## config.mk

```make
export PLATFORM = sky130hd
export DESIGN_NAME = gpr_wb_writer_flat
export DESIGN_NICKNAME = d
export VERILOG_FILES = /design/src/rtl/gpr_wb_writer_pkg.sv /design/src/rtl/gpr_wb_writer_if.sv /design/src/rtl/gpr_wb_writer_chk.sv /design/src/rtl/gpr_wb_writer_wb_fifo.sv /design/src/rtl/gpr_wb_writer.sv /design/src/flat_wrapper.sv
export SDC_FILE = /design/constraint.sdc
export NUM_CORES = 1
export LEC_CHECK = 0
export BUFFER_PORTS_ARGS = -buffer_cell sky130_fd_sc_hd__buf_2
export CAP_MARGIN = 20
export CORE_MARGIN = 2
export CORE_UTILIZATION = 55
export DETAILED_ROUTE_END_ITERATION = 8
export PLACE_DENSITY = 0.75
export SYNTH_ARGS = -nofsm -noshare
export SYNTH_HDL_FRONTEND = slang
export SYNTH_SLANG_ARGS = --single-unit
```

## constraint.sdc

```tcl
create_clock -name clk -period 7.9 [get_ports clk]
set_clock_uncertainty 0.2 [all_clocks]
set_input_delay 0 -clock clk [delete_from_list [all_inputs] [get_ports clk]]
set_output_delay 0 -clock clk [all_outputs]
set_load 0.05 [all_outputs]
```

## src/rtl/gpr_wb_writer_pkg.sv

```systemverilog
// Shared types and constants for the GPR write-back path: register-file geometry,
// the write-back request record and the write-port grant source encoding.
package gpr_wb_writer_pkg;

  localparam int GPR_AW  = 5;
  localparam int XLEN    = 64;
  localparam int NUM_GPR = 32;

  typedef struct packed {
    logic [GPR_AW-1:0] rd;
    logic [XLEN-1:0]   data;
  } wb_req_t;

  typedef enum logic [1:0] {
    GNT_NONE   = 2'd0,
    GNT_FIFO   = 2'd1,
    GNT_LSU    = 2'd2,
    GNT_BYPASS = 2'd3
  } gnt_src_t;

  function automatic logic is_x0(input logic [GPR_AW-1:0] rd);
    return (rd == 5'd0);
  endfunction

endpackage

```

## src/rtl/gpr_wb_writer_if.sv

```systemverilog
// Valid/ready result channel from a producer (ALU or LSU) into the write-back stage.
interface gpr_wb_writer_if;
  import gpr_wb_writer_pkg::*;

  logic              valid;
  logic              ready;
  logic [GPR_AW-1:0] rd;
  logic [XLEN-1:0]   data;

  modport master (output valid, output rd, output data, input ready);
  modport slave  (input valid, input rd, input data, output ready);

endinterface

```

## src/rtl/gpr_wb_writer_chk.sv

```systemverilog
// Simulation checks for the write-back scoreboard: a committed GPR write must
// always retire a previously registered issue.
module gpr_wb_writer_chk (
  input logic clk,
  input logic rst,
  input logic rf_we,
  input logic wb_cnt_zero
);

  property p_no_dec_underflow;
    @(posedge clk) disable iff (rst) rf_we |-> !wb_cnt_zero;
  endproperty

  a_no_dec_underflow: assert property (p_no_dec_underflow);

endmodule

```

## src/rtl/gpr_wb_writer_wb_fifo.sv

```systemverilog
// Synchronous FIFO of write-back requests; pointers carry an extra wrap bit so
// full and empty are distinguished without a separate occupancy counter.
module wb_fifo
  import gpr_wb_writer_pkg::*;
#(
  parameter int DEPTH = 4
) (
  input  logic    clk,
  input  logic    rst,
  input  logic    push,
  input  wb_req_t wr_req,
  input  logic    pop,
  output wb_req_t head,
  output logic    full,
  output logic    empty
);

  localparam int            AW      = $clog2(DEPTH);
  localparam logic [AW:0]   PTR_ONE = {{AW{1'b0}}, 1'b1};

  logic [AW:0] wr_ptr_r;
  logic [AW:0] rd_ptr_r;
  wb_req_t     mem_r [DEPTH];

  // Pointer and storage update; pushes are refused when full, pops when empty.
  always_ff @(posedge clk) begin
    if (rst) begin
      wr_ptr_r <= {(AW+1){1'b0}};
      rd_ptr_r <= {(AW+1){1'b0}};
      for (int i = 0; i < DEPTH; i++) begin
        mem_r[i] <= '{rd: 5'd0, data: 64'd0};
      end
    end else begin
      if (push && !full) begin
        mem_r[wr_ptr_r[AW-1:0]] <= wr_req;
        wr_ptr_r                <= wr_ptr_r + PTR_ONE;
      end
      if (pop && !empty) begin
        rd_ptr_r <= rd_ptr_r + PTR_ONE;
      end
    end
  end

  assign full  = (wr_ptr_r[AW] != rd_ptr_r[AW]) && (wr_ptr_r[AW-1:0] == rd_ptr_r[AW-1:0]);
  assign empty = (wr_ptr_r == rd_ptr_r);
  assign head  = mem_r[rd_ptr_r[AW-1:0]];

endmodule

```

## src/rtl/gpr_wb_writer.sv

```systemverilog
// GPR write-back writer: arbitrates buffered ALU and LSU results onto the single
// register-file write port and tracks pending writes per register for decode.
module gpr_wb_writer
  import gpr_wb_writer_pkg::*;
#(
  parameter int FIFO_DEPTH = 4,
  parameter int CNT_W      = 2
) (
  input  logic                 clk,
  input  logic                 rst,
  input  logic                 issue_valid,
  input  logic [GPR_AW-1:0]    issue_rd,
  output logic                 issue_ready,
  input  logic [GPR_AW-1:0]    busy_raddr1,
  output logic                 busy1,
  input  logic [GPR_AW-1:0]    busy_raddr2,
  output logic                 busy2,
  gpr_wb_writer_if.slave       alu,
  gpr_wb_writer_if.slave       lsu,
  output logic                 rf_we,
  output logic [GPR_AW-1:0]    rf_waddr,
  output logic [XLEN-1:0]      rf_wdata
);

  localparam logic [CNT_W-1:0]   CNT_ZERO = {CNT_W{1'b0}};
  localparam logic [CNT_W-1:0]   CNT_MAX  = {CNT_W{1'b1}};
  localparam logic [CNT_W-1:0]   CNT_ONE  = CNT_W'(1'b1);
  localparam logic [NUM_GPR-1:0] ONE_HOT0 = {{(NUM_GPR-1){1'b0}}, 1'b1};

  logic              fifo_full_s;
  logic              fifo_empty_s;
  logic              fifo_push_s;
  logic              fifo_pop_s;
  wb_req_t           fifo_head_s;
  wb_req_t           alu_req_s;
  gnt_src_t          gnt_s;
  wb_req_t           gnt_req_s;

  logic              rf_we_r;
  logic [GPR_AW-1:0] rf_waddr_r;
  logic [XLEN-1:0]   rf_wdata_r;

  logic [CNT_W-1:0]   cnt_r [NUM_GPR];
  logic [NUM_GPR-1:0] inc_vec_s;
  logic [NUM_GPR-1:0] dec_vec_s;
  logic               issue_inc_s;
  logic               wb_cnt_zero_s;

  assign alu_req_s = '{rd: alu.rd, data: alu.data};

  wb_fifo #(
    .DEPTH (FIFO_DEPTH)
  ) u_fifo (
    .clk    (clk),
    .rst    (rst),
    .push   (fifo_push_s),
    .wr_req (alu_req_s),
    .pop    (fifo_pop_s),
    .head   (fifo_head_s),
    .full   (fifo_full_s),
    .empty  (fifo_empty_s)
  );

  // Write-port grant: a full FIFO must drain before the LSU can progress.
  always_comb begin
    gnt_s     = GNT_NONE;
    gnt_req_s = fifo_head_s;
    if (fifo_full_s) begin
      gnt_s     = GNT_FIFO;
      gnt_req_s = fifo_head_s;
    end else if (lsu.valid) begin
      gnt_s     = GNT_LSU;
      gnt_req_s = '{rd: lsu.rd, data: lsu.data};
    end else if (!fifo_empty_s) begin
      gnt_s     = GNT_FIFO;
      gnt_req_s = fifo_head_s;
    end else if (alu.valid) begin
      gnt_s     = GNT_BYPASS;
      gnt_req_s = alu_req_s;
    end else begin
      gnt_s     = GNT_NONE;
      gnt_req_s = fifo_head_s;
    end
  end

  assign alu.ready   = !fifo_full_s;
  assign lsu.ready   = !fifo_full_s;
  assign fifo_push_s = alu.valid && !fifo_full_s && (gnt_s != GNT_BYPASS);
  assign fifo_pop_s  = (gnt_s == GNT_FIFO);

  // Registered GPR write port; results to x0 are consumed without a write.
  always_ff @(posedge clk) begin
    if (rst) begin
      rf_we_r    <= 1'b0;
      rf_waddr_r <= 5'd0;
      rf_wdata_r <= 64'd0;
    end else if (gnt_s != GNT_NONE) begin
      rf_we_r    <= !is_x0(gnt_req_s.rd);
      rf_waddr_r <= gnt_req_s.rd;
      rf_wdata_r <= gnt_req_s.data;
    end else begin
      rf_we_r    <= 1'b0;
      rf_waddr_r <= rf_waddr_r;
      rf_wdata_r <= rf_wdata_r;
    end
  end

  assign rf_we    = rf_we_r;
  assign rf_waddr = rf_waddr_r;
  assign rf_wdata = rf_wdata_r;

  // A saturated counter still admits an issue when the same register retires now.
  always_comb begin
    issue_ready = 1'b0;
    if (is_x0(issue_rd)) begin
      issue_ready = 1'b1;
    end else if (cnt_r[issue_rd] != CNT_MAX) begin
      issue_ready = 1'b1;
    end else if (dec_vec_s[issue_rd]) begin
      issue_ready = 1'b1;
    end else begin
      issue_ready = 1'b0;
    end
  end

  assign issue_inc_s = issue_valid && issue_ready && !is_x0(issue_rd);
  assign inc_vec_s   = issue_inc_s ? (ONE_HOT0 << issue_rd) : {NUM_GPR{1'b0}};
  assign dec_vec_s   = rf_we_r ? (ONE_HOT0 << rf_waddr_r) : {NUM_GPR{1'b0}};

  // Pending-write counters; entry 0 never sees inc or dec, so x0 stays idle.
  always_ff @(posedge clk) begin
    if (rst) begin
      for (int r = 0; r < NUM_GPR; r++) begin
        cnt_r[r] <= CNT_ZERO;
      end
    end else begin
      for (int r = 0; r < NUM_GPR; r++) begin
        case ({inc_vec_s[r], dec_vec_s[r]})
          2'b10:   cnt_r[r] <= cnt_r[r] + CNT_ONE;
          2'b01:   cnt_r[r] <= (cnt_r[r] != CNT_ZERO) ? (cnt_r[r] - CNT_ONE) : CNT_ZERO;
          default: cnt_r[r] <= cnt_r[r];
        endcase
      end
    end
  end

  assign busy1         = (cnt_r[busy_raddr1] != CNT_ZERO);
  assign busy2         = (cnt_r[busy_raddr2] != CNT_ZERO);
  assign wb_cnt_zero_s = (cnt_r[rf_waddr_r] == CNT_ZERO);

  gpr_wb_writer_chk u_chk (
    .clk         (clk),
    .rst         (rst),
    .rf_we       (rf_we_r),
    .wb_cnt_zero (wb_cnt_zero_s)
  );

endmodule

```

## src/flat_wrapper.sv

```systemverilog
// flat-port wrapper written by rule: the top's interface ports become plain ports
module gpr_wb_writer_flat import gpr_wb_writer_pkg::*;
#(
  parameter int FIFO_DEPTH = 4,
  parameter int CNT_W      = 2
)
  (clk, rst, issue_valid, issue_rd, issue_ready, busy_raddr1, busy1, busy_raddr2, busy2, rf_we, rf_waddr, rf_wdata, alu_valid, alu_rd, alu_data, alu_ready, lsu_valid, lsu_rd, lsu_data, lsu_ready);
  gpr_wb_writer_if alu_i ();
  gpr_wb_writer_if lsu_i ();
  input  logic clk;
  input  logic rst;
  input  logic issue_valid;
  input  logic [GPR_AW-1:0] issue_rd;
  output logic issue_ready;
  input  logic [GPR_AW-1:0] busy_raddr1;
  output logic busy1;
  input  logic [GPR_AW-1:0] busy_raddr2;
  output logic busy2;
  output logic rf_we;
  output logic [GPR_AW-1:0] rf_waddr;
  output logic [XLEN-1:0] rf_wdata;
  input wire logic [$bits(alu_i.valid)-1:0] alu_valid;
  input wire logic [$bits(alu_i.rd)-1:0] alu_rd;
  input wire logic [$bits(alu_i.data)-1:0] alu_data;
  output wire logic [$bits(alu_i.ready)-1:0] alu_ready;
  input wire logic [$bits(lsu_i.valid)-1:0] lsu_valid;
  input wire logic [$bits(lsu_i.rd)-1:0] lsu_rd;
  input wire logic [$bits(lsu_i.data)-1:0] lsu_data;
  output wire logic [$bits(lsu_i.ready)-1:0] lsu_ready;
  assign alu_i.valid = alu_valid;
  assign alu_i.rd = alu_rd;
  assign alu_i.data = alu_data;
  assign alu_ready = alu_i.ready;
  assign lsu_i.valid = lsu_valid;
  assign lsu_i.rd = lsu_rd;
  assign lsu_i.data = lsu_data;
  assign lsu_ready = lsu_i.ready;
  gpr_wb_writer #(.FIFO_DEPTH(FIFO_DEPTH), .CNT_W(CNT_W)) u_core (.clk(clk), .rst(rst), .issue_valid(issue_valid), .issue_rd(issue_rd), .issue_ready(issue_ready), .busy_raddr1(busy_raddr1), .busy1(busy1), .busy_raddr2(busy_raddr2), .busy2(busy2), .alu(alu_i), .lsu(lsu_i), .rf_we(rf_we), .rf_waddr(rf_waddr), .rf_wdata(rf_wdata));
endmodule
```

==> results.md, run 1 <==
* Post-CTS Setup Bufs at 0
* Worst vdd ir at between 0.2 and 0.25 mV
* Final period utilization at roughly 50%
* Pre-CTS setup slack at ~4.4 ns
* Commonest register cell after synthesis: edfxtp_1
* Vias in the first global route at 19100
* Tot Pwr at 7.23 mW
* Worst-path fanout max at 52
* Setup TNS at 0 ns
* P_int at 4.73 mW
* Max Slew Vio Count at 0
* Vias at about 19000
* Clk pwr share at 28.2%
* Crit path kind: reg -> reg
* MaxCap Viol Count at 0
* Mapped Cells at ~2200
* Post-synth EDFFs at 340
* Synthesized area per cell at approximately 11 µm²
* Yosys warning count at 0
* Layout Nets at approximately 2800
* Final worst setup slack at roughly 4 ns
* IO Port Bufs at around 230
* DRC at 0
* Tot GR Track Use at 29.4%
* Grt peak-use layer: met2
* Asr flop ratio synth at 0%
* Via density at 6.07
* DRT Wirelength at roughly 64000 µm
* Initial DRC Count at 1667
* Initial antenna violation count at 3
* Final std cells w/o fill at 3073
* Crit-path cells: xnor2_2 > nand3_1 > nor3_4 > buf_4 > a221oi_1 > nor3_1 > dlygate4sd3_1
* Worst slew pin tran at about 1.1 ns
* P per Cell Area at about 260 nW/µm²
* Placed cell areas at 24400 µm²
* I/O Pins at approximately 230
* Post-CTS sizing at 0
* Share of layout cells above drive strength 1 at about 16%
* CP Data Required Time at 8.21 ns
* Grt ovf at 0
* Mapped Nets at about 2400
* P_leak at between 10 and 15 nW
* CTS H-Tree Depth at 2
* CTS tree: done
* Seq cells post-synth at ~420
* Outcome: completed
* Final GP Congestion at ~0.94
* Area leader, netlist: edfxtp_1
* First-pass GRT wire length at slightly above 100000 µm
* Met3 Use GR at roughly 5%
* Synth cell types at 61
* Initial core utilization at between 50% and 60%
* Arrival @ worst endpoint at ~4.2 ns
* Cell total after placement at roughly 2800
* Seq/Total Area, Yosys at 51.0%
* Max Clock Freq at approximately 260 MHz
* Clock root buffer: clkbuf_16
* Pin count of the biggest net entering global routing at 100
* M1 GR Usage at between 30% and 40%
* Max incr delay on CP at roughly 0.73 ns
* Post-DP HPWL at around 36000 µm
* Tmin final at a little under 4 ns
* CTS Buffer Depth at 3
* Final design utilization at between 60% and 70%
* Site Rows at 75
* Post-Syn Area at ~23000 µm²
* Part of the power in combinational logic at 31.4%
* Sw Ratio at between 30% and 40%
* Hold Path Class: in -> reg
* Startpoint Class: flip-flop
* Area of the core at about 42000 µm²
* Die Area at around 44000 µm²
* Nature of the critical path endpoint: flip-flop
* CTS buffer count at 45
* Area growth from synthesis to layout at 20.3%
* Part of the power in registers at around 40%
* Largest cells by area after synthesis: edfxtp_1, and2_1, mux4_2, ha_1, dfxtp_1
* Hold WS at about 0.052 ns
* CTS Sinks at 418
* Slew headroom at a little under a quarter
* Die height at about 210 µm
* CTS hold repair buffers at just under 200
* Clock Latency Late Sink at just under 0.6 ns
* Met2 Usage GRT at 49.8%
* DR pass1 iterations at 6
* Reg clk slew, reported paths at about 0.06 ns
* Final Instance Area at roughly 28000 µm²
* Antenna Violating Nets Remaining at 0
* Top-area cell type share of the netlist area at between 40% and 50%
* Worst path slowest cell: buf_4
* Die width at 209 µm
* Psw at 2.50 mW
* Final Hold Viols at 0
* Final setup violation count at 0
* Unrepaired setup endpoints after global routing: false
* Drt wl/cell at about 21 µm
-- worst paths after layout --
path / start / to / slack (ns) / cells after the start
max: u_core.u_fifo.wr_ptr_r[0] / u_core.rf_wdata[14] / 4.03 / 7
min: lsu_rd[3] / u_core.rf_we / 0.05 / 5
max reg2reg: u_core.u_fifo.wr_ptr_r[0] / u_core.rf_wdata[14] / 4.03 / 7
min reg2reg: u_core.rf_wdata[1] / u_core.rf_wdata[1] / 0.29 / 2
-- cells in the mapped netlist (2+ instances only) --
cell type / instances
xnor2_2: 2
ha_1: 130
conb_1: 2
a31oi_1: 8
dfxtp_1: 78
nand4_1: 3
o21ai_1: 8
mux2_2: 2
or3_1: 6
mux2i_1: 4
nor3b_4: 2
a22oi_1: 3
clkbuf_1: 88
nand2b_1: 6
buf_1: 8
nor2b_1: 9
nand3_1: 36
nor2_1: 250
mux4_2: 77
buf_4: 4
buf_6: 8
inv_1: 65
o21ai_0: 83
buf_2: 24
xor2_1: 6
or2_2: 3
nor3b_1: 3
nand3b_1: 6
a211o_1: 2
o21bai_1: 32
xnor2_1: 2
a31o_2: 2
a221oi_1: 64
a21oi_1: 75
o211ai_1: 11
a41oi_1: 2
clkbuf_2: 15
and3_1: 3
and2_1: 285
edfxtp_1: 340
nor3_1: 140
a211oi_1: 22
nand2_1: 216
-- final cells by class --
type / count / area, µm²
clock inverters: 17 / 136
flip-flops and latches: 418 / 11800
multi-input cells: 1521 / 10400
diodes: 2 / 5.00
well taps: 539 / 674
inverters: 67 / 251
clock buffers: 65 / 1260
fillers: 3019 / 13900
repair buffers: 444 / 3250
-- state kept, by name, indices dropped and copies added, names as in the netlist, named ones only --
register,cells
u_core.u_fifo.mem_r,276
u_core.cnt_r,64
u_core.u_fifo.rd_ptr_r,3
u_core.rf_wdata,64
u_core.rf_we,1
u_core.rf_waddr,5
u_core.u_fifo.wr_ptr_r,3
-- per-layer routing --
metal	wire length [µm]	up-vias
li1	-	8384
met1	24100	8916
met2	31500	1087
met3	5570	258
met4	3140	2
met5	11	-
-- cell families (layout without fill, tap and decap cells) --
group	count (synthesis)	in the layout	share of synthesized area (%)
AO/OA/AOI/OAI	319	319	8.98
XOR/XNOR	10	10	0.444
adder cells (fa/ha/maj)	130	130	7.04
buffers and inverters	214	593	4.02
flip-flops	418	418	51.0
multiplexers	83	83	7.78
other	2	4	0.0325
AND/OR/NAND/NOR	977	977	20.7
-- cells in the final DEF, fill, tap and decap left out, drive strengths merged, types with 36 or more instances in the layout --
| master | n |
|---|---|
| dfxtp | 78 |
| nor2 | 251 |
| mux4 | 77 |
| nand3 | 36 |
| and2 | 285 |
| buf | 249 |
| ha | 130 |
| a221oi | 64 |
| a21oi | 75 |
| o21ai | 91 |
| inv | 71 |
| nand2 | 217 |
| edfxtp | 340 |
| nor3 | 142 |
| clkbuf | 65 |
| dlygate4sd3 | 195 |
-- power by group through the flow --
stage	sequential (mW)	combinational (mW)	clock, mW
floorplan	3.23	1.22	0
global placement	2.94	1.99	0
detailed placement	2.96	2.03	0
CTS	2.91	2.21	2.06
global route	2.95	2.42	2.14
finish	2.92	2.27	2.04
-- critical path, delay by kind of cell (launching register included) --
family	cells	cell delay (ns)
buffers and inverters	2	1.32
AND/OR/NAND/NOR	3	1.25
flip-flops	1	0.59
XOR/XNOR	1	0.22
AO/OA/AOI/OAI	1	0.18
No activity file was read; power rests on OpenSTA's default activity.
==> run 2: changes to the inputs <==
--- a/config.mk
+++ b/config.mk
@@ -8,9 +8,9 @@
 export BUFFER_PORTS_ARGS = -buffer_cell sky130_fd_sc_hd__buf_2
 export CAP_MARGIN = 20
 export CORE_MARGIN = 2
-export CORE_UTILIZATION = 55
+export CORE_UTILIZATION = 54
 export DETAILED_ROUTE_END_ITERATION = 8
-export PLACE_DENSITY = 0.75
+export PLACE_DENSITY = 0.77
 export SYNTH_ARGS = -nofsm -noshare
 export SYNTH_HDL_FRONTEND = slang
 export SYNTH_SLANG_ARGS = --single-unit
==> constraint.sdc (replaced) <==
create_clock -name clk -period 3.3 [get_ports clk]
set_clock_uncertainty 0.2 [all_clocks]
set_input_delay 0 -clock clk [delete_from_list [all_inputs] [get_ports clk]]
set_output_delay 0 -clock clk [all_outputs]
set_load 0.05 [all_outputs]
==> run 2 against run 1 <==
Wire length shrank 2.3%. Count of clock-buffer cells in the layout shrank 11. Power increased by 140%. Critical path depth rose by 2. Worst setup slack got worse by 3.8 ns. Largest power group unchanged. Largest cell class unchanged. Critical endpoint is now u_core.rf_we. First-iteration DRC count is 2.3% higher.
==> results.md, run 2 (same netlist as run 1, synthesis figures left out) <==
* Crit path kind: reg -> reg
* First-pass GRT wire length at 98400 µm
* Area of the core at roughly 42000 µm²
* Cell total after placement at about 2800
* Worst slew pin tran at 0.919 ns
* Grt ovf at 0
* Vias in the first global route at roughly 19000
* Reg2reg start: u_core.u_fifo.wr_ptr_r[0]
* Worst path slowest cell: dlygate4sd3_1
* Final setup violation count at 0
* Max reg flops at between 200 and 300
* Flop2flop setup slack at ~0.27 ns
* Reg clk slew, reported paths at roughly 0.060 ns
* Vias at between 15000 and 20000
* Final period utilization at 91.9%
* Hold Path Class: in -> reg
* Nature of the critical path endpoint: flip-flop
* Max Clock Freq at between 300 and 400 MHz
* Slew headroom at 38.7%
* CTS Sinks at around 420
* Metal1 wirelength at ~24000 µm
* DRT Wirelength at about 63000 µm
* Via density at between 5 and 6
* Setup TNS at 0 ns
* Drt wl/cell at slightly above 20 µm
* Initial core utilization at a little over half
* Die width at ~210 µm
* Top layer in use: met4
* Share of layout cells above drive strength 1 at 17.8%
* Die height at about 210 µm
* Pin count of the biggest net entering global routing at 135
* Pre-CTS setup slack at about 0.27 ns
* CTS Buffer Depth at 3
* Tot GR Track Use at 28.4%
* Max incr delay on CP at between 0.5 and 0.6 ns
* Final Hold Viols at 0
* DRC at 0
* Area growth from synthesis to layout at 19.9%
* MaxCap Viol Count at 0
* DR WL met3 at 5220 µm
* Die Area at approximately 44000 µm²
* Post-DP HPWL at about 38000 µm
* Clock Latency Late Sink at 0.58 ns
* Reg2reg end: u_core.rf_we
* Worst Hold Path Cells at 5
* Final worst setup slack at around 0.27 ns
* IO Port Bufs at around 230
* Tmin final at between 3 and 4 ns
* Initial DRC Count at roughly 1700
* DR pass1 iterations at 6
* Final std cells w/o fill at approximately 3000
* Final GP Congestion at approximately 0.9
* Clock root buffer: clkbuf_16
* Initial antenna violation count at 3
* Max Slew Vio Count at 0
* Largest Register: u_core.u_fifo.mem_r
* Worst vdd ir at a little under 0.6 mV
* P per Cell Area at 626 nW/µm²
* Layout Nets at about 2800
* Unrepaired setup endpoints after global routing: false
* CTS H-Tree Depth at 2
* Outcome: completed
* P_leak at 11.1 nW
* Cells on worst reg2reg path at 9
* I/O Pins at between 200 and 250
* Startpoint Class: flip-flop
* Filler cell count at 3049
* Crit-path cells: xnor2_2 > nand2_1 > nor2_1 > inv_2 > buf_6 > a31oi_1 > nor3b_1 > dlygate4sd3_1 > a311oi_1
* CTS tree: done
* Most common cell after layout, fill and taps aside: edfxtp_1
* Met2 wire length at around 31000 µm
* Antenna Violating Nets Remaining at 0
* Most frequent cells in the layout: edfxtp_1, and2_1, nor2_1
* CP Data Required Time at roughly 3.6 ns
* Worst hold path endpoint: u_core.cnt_r[24][1]
* Site Rows at between 70 and 80
* Worst-path fanout max at 45
* CTS buffer count at 44
* Hold Path Origin: issue_rd[0]
* Arrival @ worst endpoint at between 3 and 4 ns
==> run 2: changes by cell type in the layout (fill, tap and decap cells not counted), moves of 3 or more <==
cell,before,now
diode_2,2,5
clkinvlp_4,0,3
buf_12,0,11
bufinv_16,1,6
clkinv_2,3,8
buf_4,18,36
clkbuf_8,4,1
clkbuf_1,15,9
dlygate4sd3_1,195,143
==> run 2: area by class of cell <==
| cell class | instances | area [µm²] | area share [%] |
|---|---|---|---|
| clock buffer | 54 | 1150 | 4.15 |
| tap | 539 | 674 | 2.44 |
| multi-input combinational | 1521 | 10400 | 37.6 |
| antenna | 5 | 12.5 | 0.0452 |
| inverter | 67 | 251 | 0.908 |
| sequential | 418 | 11800 | 42.5 |
| clock inverter | 27 | 308 | 1.11 |
| timing repair buffer | 422 | 3100 | 11.2 |
==> run 2: worst max-delay path by stage <==
stage / start / slack, ns / end
after CTS: u_core.u_fifo.wr_ptr_r[0] / 0.03 / u_core.rf_we
after floorplan: u_core.u_fifo.wr_ptr_r[2] / 0.19 / u_core.u_fifo.mem_r[2][0]
after global placement: u_core.cnt_r[1][0] / 0.31 / u_core.cnt_r[2][0]
after global routing: u_core.cnt_r[0][0] / 0.03 / u_core.cnt_r[14][0]
after detailed placement: u_core.cnt_r[1][1] / 0.27 / u_core.cnt_r[2][1]
final: u_core.u_fifo.wr_ptr_r[0] / 0.27 / u_core.rf_we
==> run 2: layer usage <==
layer | vias up | GRT usage, %
met4 | 0 | 12.3
met3 | 172 | 4.76
met1 | 8782 | 35.8
met2 | 990 | 48.6
met5 | - | 0
li1 | 8365 | -
==> run 2: worst max-delay path, delay by kind of cell (launching register included) <==
family,cells,cell delay [ns]
buffers and inverters,3,0.91
AOI/OAI and AO/OA,2,0.54
xor gates and xnor gates,1,0.29
DFF,1,0.40
and+or+nand+nor,3,0.57
==> run 2: through the flow <==
stage	power (mW)	hold slack (ns)	area, µm²	util [%]
detailed placement	12.1	0.127	24800	58.9
global placement	11.9	0.122	24800	58.9
CTS	17.3	0.0437	27700	65.8
finish	17.3	0.0732	27700	65.9
floorplan	10.6	-0.00185	23100	-
global route	18.0	0.0902	27700	65.8
==> run 2: what timing repair did <==
| item | CTS | global route |
|---|---|---|
| setup buffers | 0 | 2 |
| hold buffers | 143 | 0 |
| endpoints found under the hold margin | 362 | 0 |
| resized for setup | 0 | 4 |
| setup endpoints to repair | 0 | 3 |
==> run 2: report_power, final <==
part           internal, mW  switching (mW)
clock                  2.96            2.14
sequential             6.50           0.440
combinational          1.93            3.37
==> run 3: changes to the inputs <==
--- a/config.mk
+++ b/config.mk
@@ -10,6 +10,7 @@
 export CORE_MARGIN = 2
 export CORE_UTILIZATION = 54
 export DETAILED_ROUTE_END_ITERATION = 8
+export MAX_ROUTING_LAYER = met4
 export PLACE_DENSITY = 0.77
 export SYNTH_ARGS = -nofsm -noshare
 export SYNTH_HDL_FRONTEND = slang
==> run 3 against run 2 <==
Global-route usage is 1.5 points higher. Sequential share of layout area fell by 0.64 points. Critical path depth decreased by 1. Sequential power is essentially flat. Cell area up 1.5%. Wire length rose by 2.6%. Sequential cell count did not move. Non-clock buffer count rose by 41. Power grew 0.79%. Critical endpoint is now u_core.rf_wdata[44].
==> results.md, run 3 (same netlist as run 1, synthesis figures left out) <==
* CP Data Required Time at about 3.6 ns
* Nature of the critical path endpoint: flip-flop
* Hold Path Class: in -> reg
* CTS Buffer Depth at 3
* Initial DRC Count at approximately 1900
* Reg2reg start: u_core.u_fifo.wr_ptr_r[0]
* Flop2flop setup slack at around 0.18 ns
* Final Hold Viols at 0
* Startpoint Class: flip-flop
* P_leak at roughly 11 nW
* CTS H-Tree Depth at 2
* Tot Pwr at 17.5 mW
* Outcome: completed
* Clock Latency Late Sink at around 0.58 ns
* Worst Hold Path Cells at 3
* Unrepaired setup endpoints after global routing: false
* Drt wl/cell at about 21 µm
* Reg clk slew, reported paths at 0.06 ns
* Antenna Violating Nets Remaining at 0
* Most frequent cells in the layout: edfxtp_1, and2_1, nor2_1
* Worst vdd ir at ~0.62 mV
* Initial core utilization at ~55%
* Setup TNS at 0 ns
* Area of the core at 42000 µm²
* Grt ovf at 0
* Vias in the first global route at around 19000
* Arrival @ worst endpoint at approximately 3.4 ns
* Final design utilization at 66.9%
* Share of layout cells above drive strength 1 at 17.4%
* Final setup violation count at 0
* CTS buffer count at 45
* Worst hold path endpoint: u_core.u_fifo.mem_r[1][18]
* Layout Nets at approximately 2800
* CTS tree: done
* P per Cell Area at around 620 nW/µm²
* Slew headroom at 38.7%
* Site Rows at 75
* Final period utilization at 94.7%
* Worst slew pin tran at approximately 0.9 ns
* Die Area at 44400 µm²
* I/O Pins at roughly 230
* Largest Register: u_core.u_fifo.mem_r
* Initial antenna violation count at 7
* Final Instance Area at between 20000 and 30000 µm²
* DRC at 0
* Tmin final at roughly 3.1 ns
* Most common cell after layout, fill and taps aside: edfxtp_1
* Area growth from synthesis to layout at 21.7%
* Die width at roughly 210 µm
* DRT Wirelength at between 60000 and 70000 µm
* DR pass1 iterations at 6
* Crit path kind: reg -> reg
* Pin count of the biggest net entering global routing at 100
* Reg2reg end: u_core.rf_wdata[44]
* Max reg flops at 276
* Die height at roughly 210 µm
* First-pass GRT wire length at 100000 µm
* Hold Path Origin: alu_data[18]
* Vias at 18800
* Via density at 6.05
* Cells on worst reg2reg path at 8
* Max Clock Freq at around 320 MHz
* Final GP Congestion at between 0.9 and 1
* CTS Sinks at around 420
* Worst-path fanout max at 45
* Tot GR Track Use at between 20% and 30%
* Max Slew Vio Count at 0
* Placed cell areas at 24800 µm²
* MaxCap Viol Count at 0
* Post-DP HPWL at approximately 38000 µm
* Clock root buffer: clkbuf_16
* IO Port Bufs at between 200 and 250
run 3: cell types whose count changed in the layout (fill, tap and decap cells not counted), moves of 2 or more:
cell           before  now
buf_4              36   30
bufinv_16           6    2
clkbuf_1            9    5
clkbuf_16          44   46
clkinv_1            7   12
diode_2             5    8
dlygate4sd3_1     143  188
run 3: critical path: stages, from the launching register on:
cell and delay [ns]:
dfxtp_2 0.39, xnor2_2 0.29, nand2_1 0.16, nor2_1 0.31, inv_2 0.09, buf_4 0.29
a221oi_1 0.44, nor3_1 0.14, dlygate4sd3_1 0.62
run 3: final cells by class:
type	instances	area, µm²
fill	3007	13900
sequential	418	11800
multi-input combinational	1521	10400
timing repair buffer	463	3530
clock buffer	53	1200
tap	539	674
inverter	67	251
clock inverter	31	239
antenna	8	20.0
run 3: metal layers:
metal,track usage [%],vias to the layer above,share of wire [%]
met5,-,-,0
li1,-,8454,-
met1,36.7,8992,38
met4,13.7,0,4.1
met3,4.67,228,8.5
met2,49.2,1087,49
run 3: repair_timing:
action / CTS / global route
endpoints found under the setup margin: 0 / 8
hold buffers: 188 / 0
setup buffers: 0 / 0
resized for setup: 0 / 4
hold endpoints to repair: 379 / 0
run 3: report_power, final:
group,internal (mW),switching [mW]
registers,6.50,0.466
logic,2.13,3.43
clock network,2.77,2.18
run 3: metrics by stage:
stage	setup WS [ns]	instances	hold slack, ns
after floorplan	0.192	2153	-0.00185
after global placement	0.320	2820	0.119
after detailed placement	0.263	2820	0.128
after CTS	0.0722	3092	0.0425
after global routing	0.0616	3099	0.0869
final	0.176	3100	0.0772
run 3: how the worst max path moves through the flow:
stage                                         start  slack, ns                   endpoint
after floorplan           u_core.u_fifo.wr_ptr_r[2]       0.19  u_core.u_fifo.mem_r[2][0]
after global placement           u_core.cnt_r[1][0]       0.32         u_core.cnt_r[2][0]
after detailed placement         u_core.cnt_r[1][1]       0.26         u_core.cnt_r[2][1]
after CTS                 u_core.u_fifo.wr_ptr_r[0]       0.07               u_core.rf_we
after global routing      u_core.u_fifo.wr_ptr_r[0]       0.06               u_core.rf_we
final                     u_core.u_fifo.wr_ptr_r[0]       0.18        u_core.rf_wdata[44]
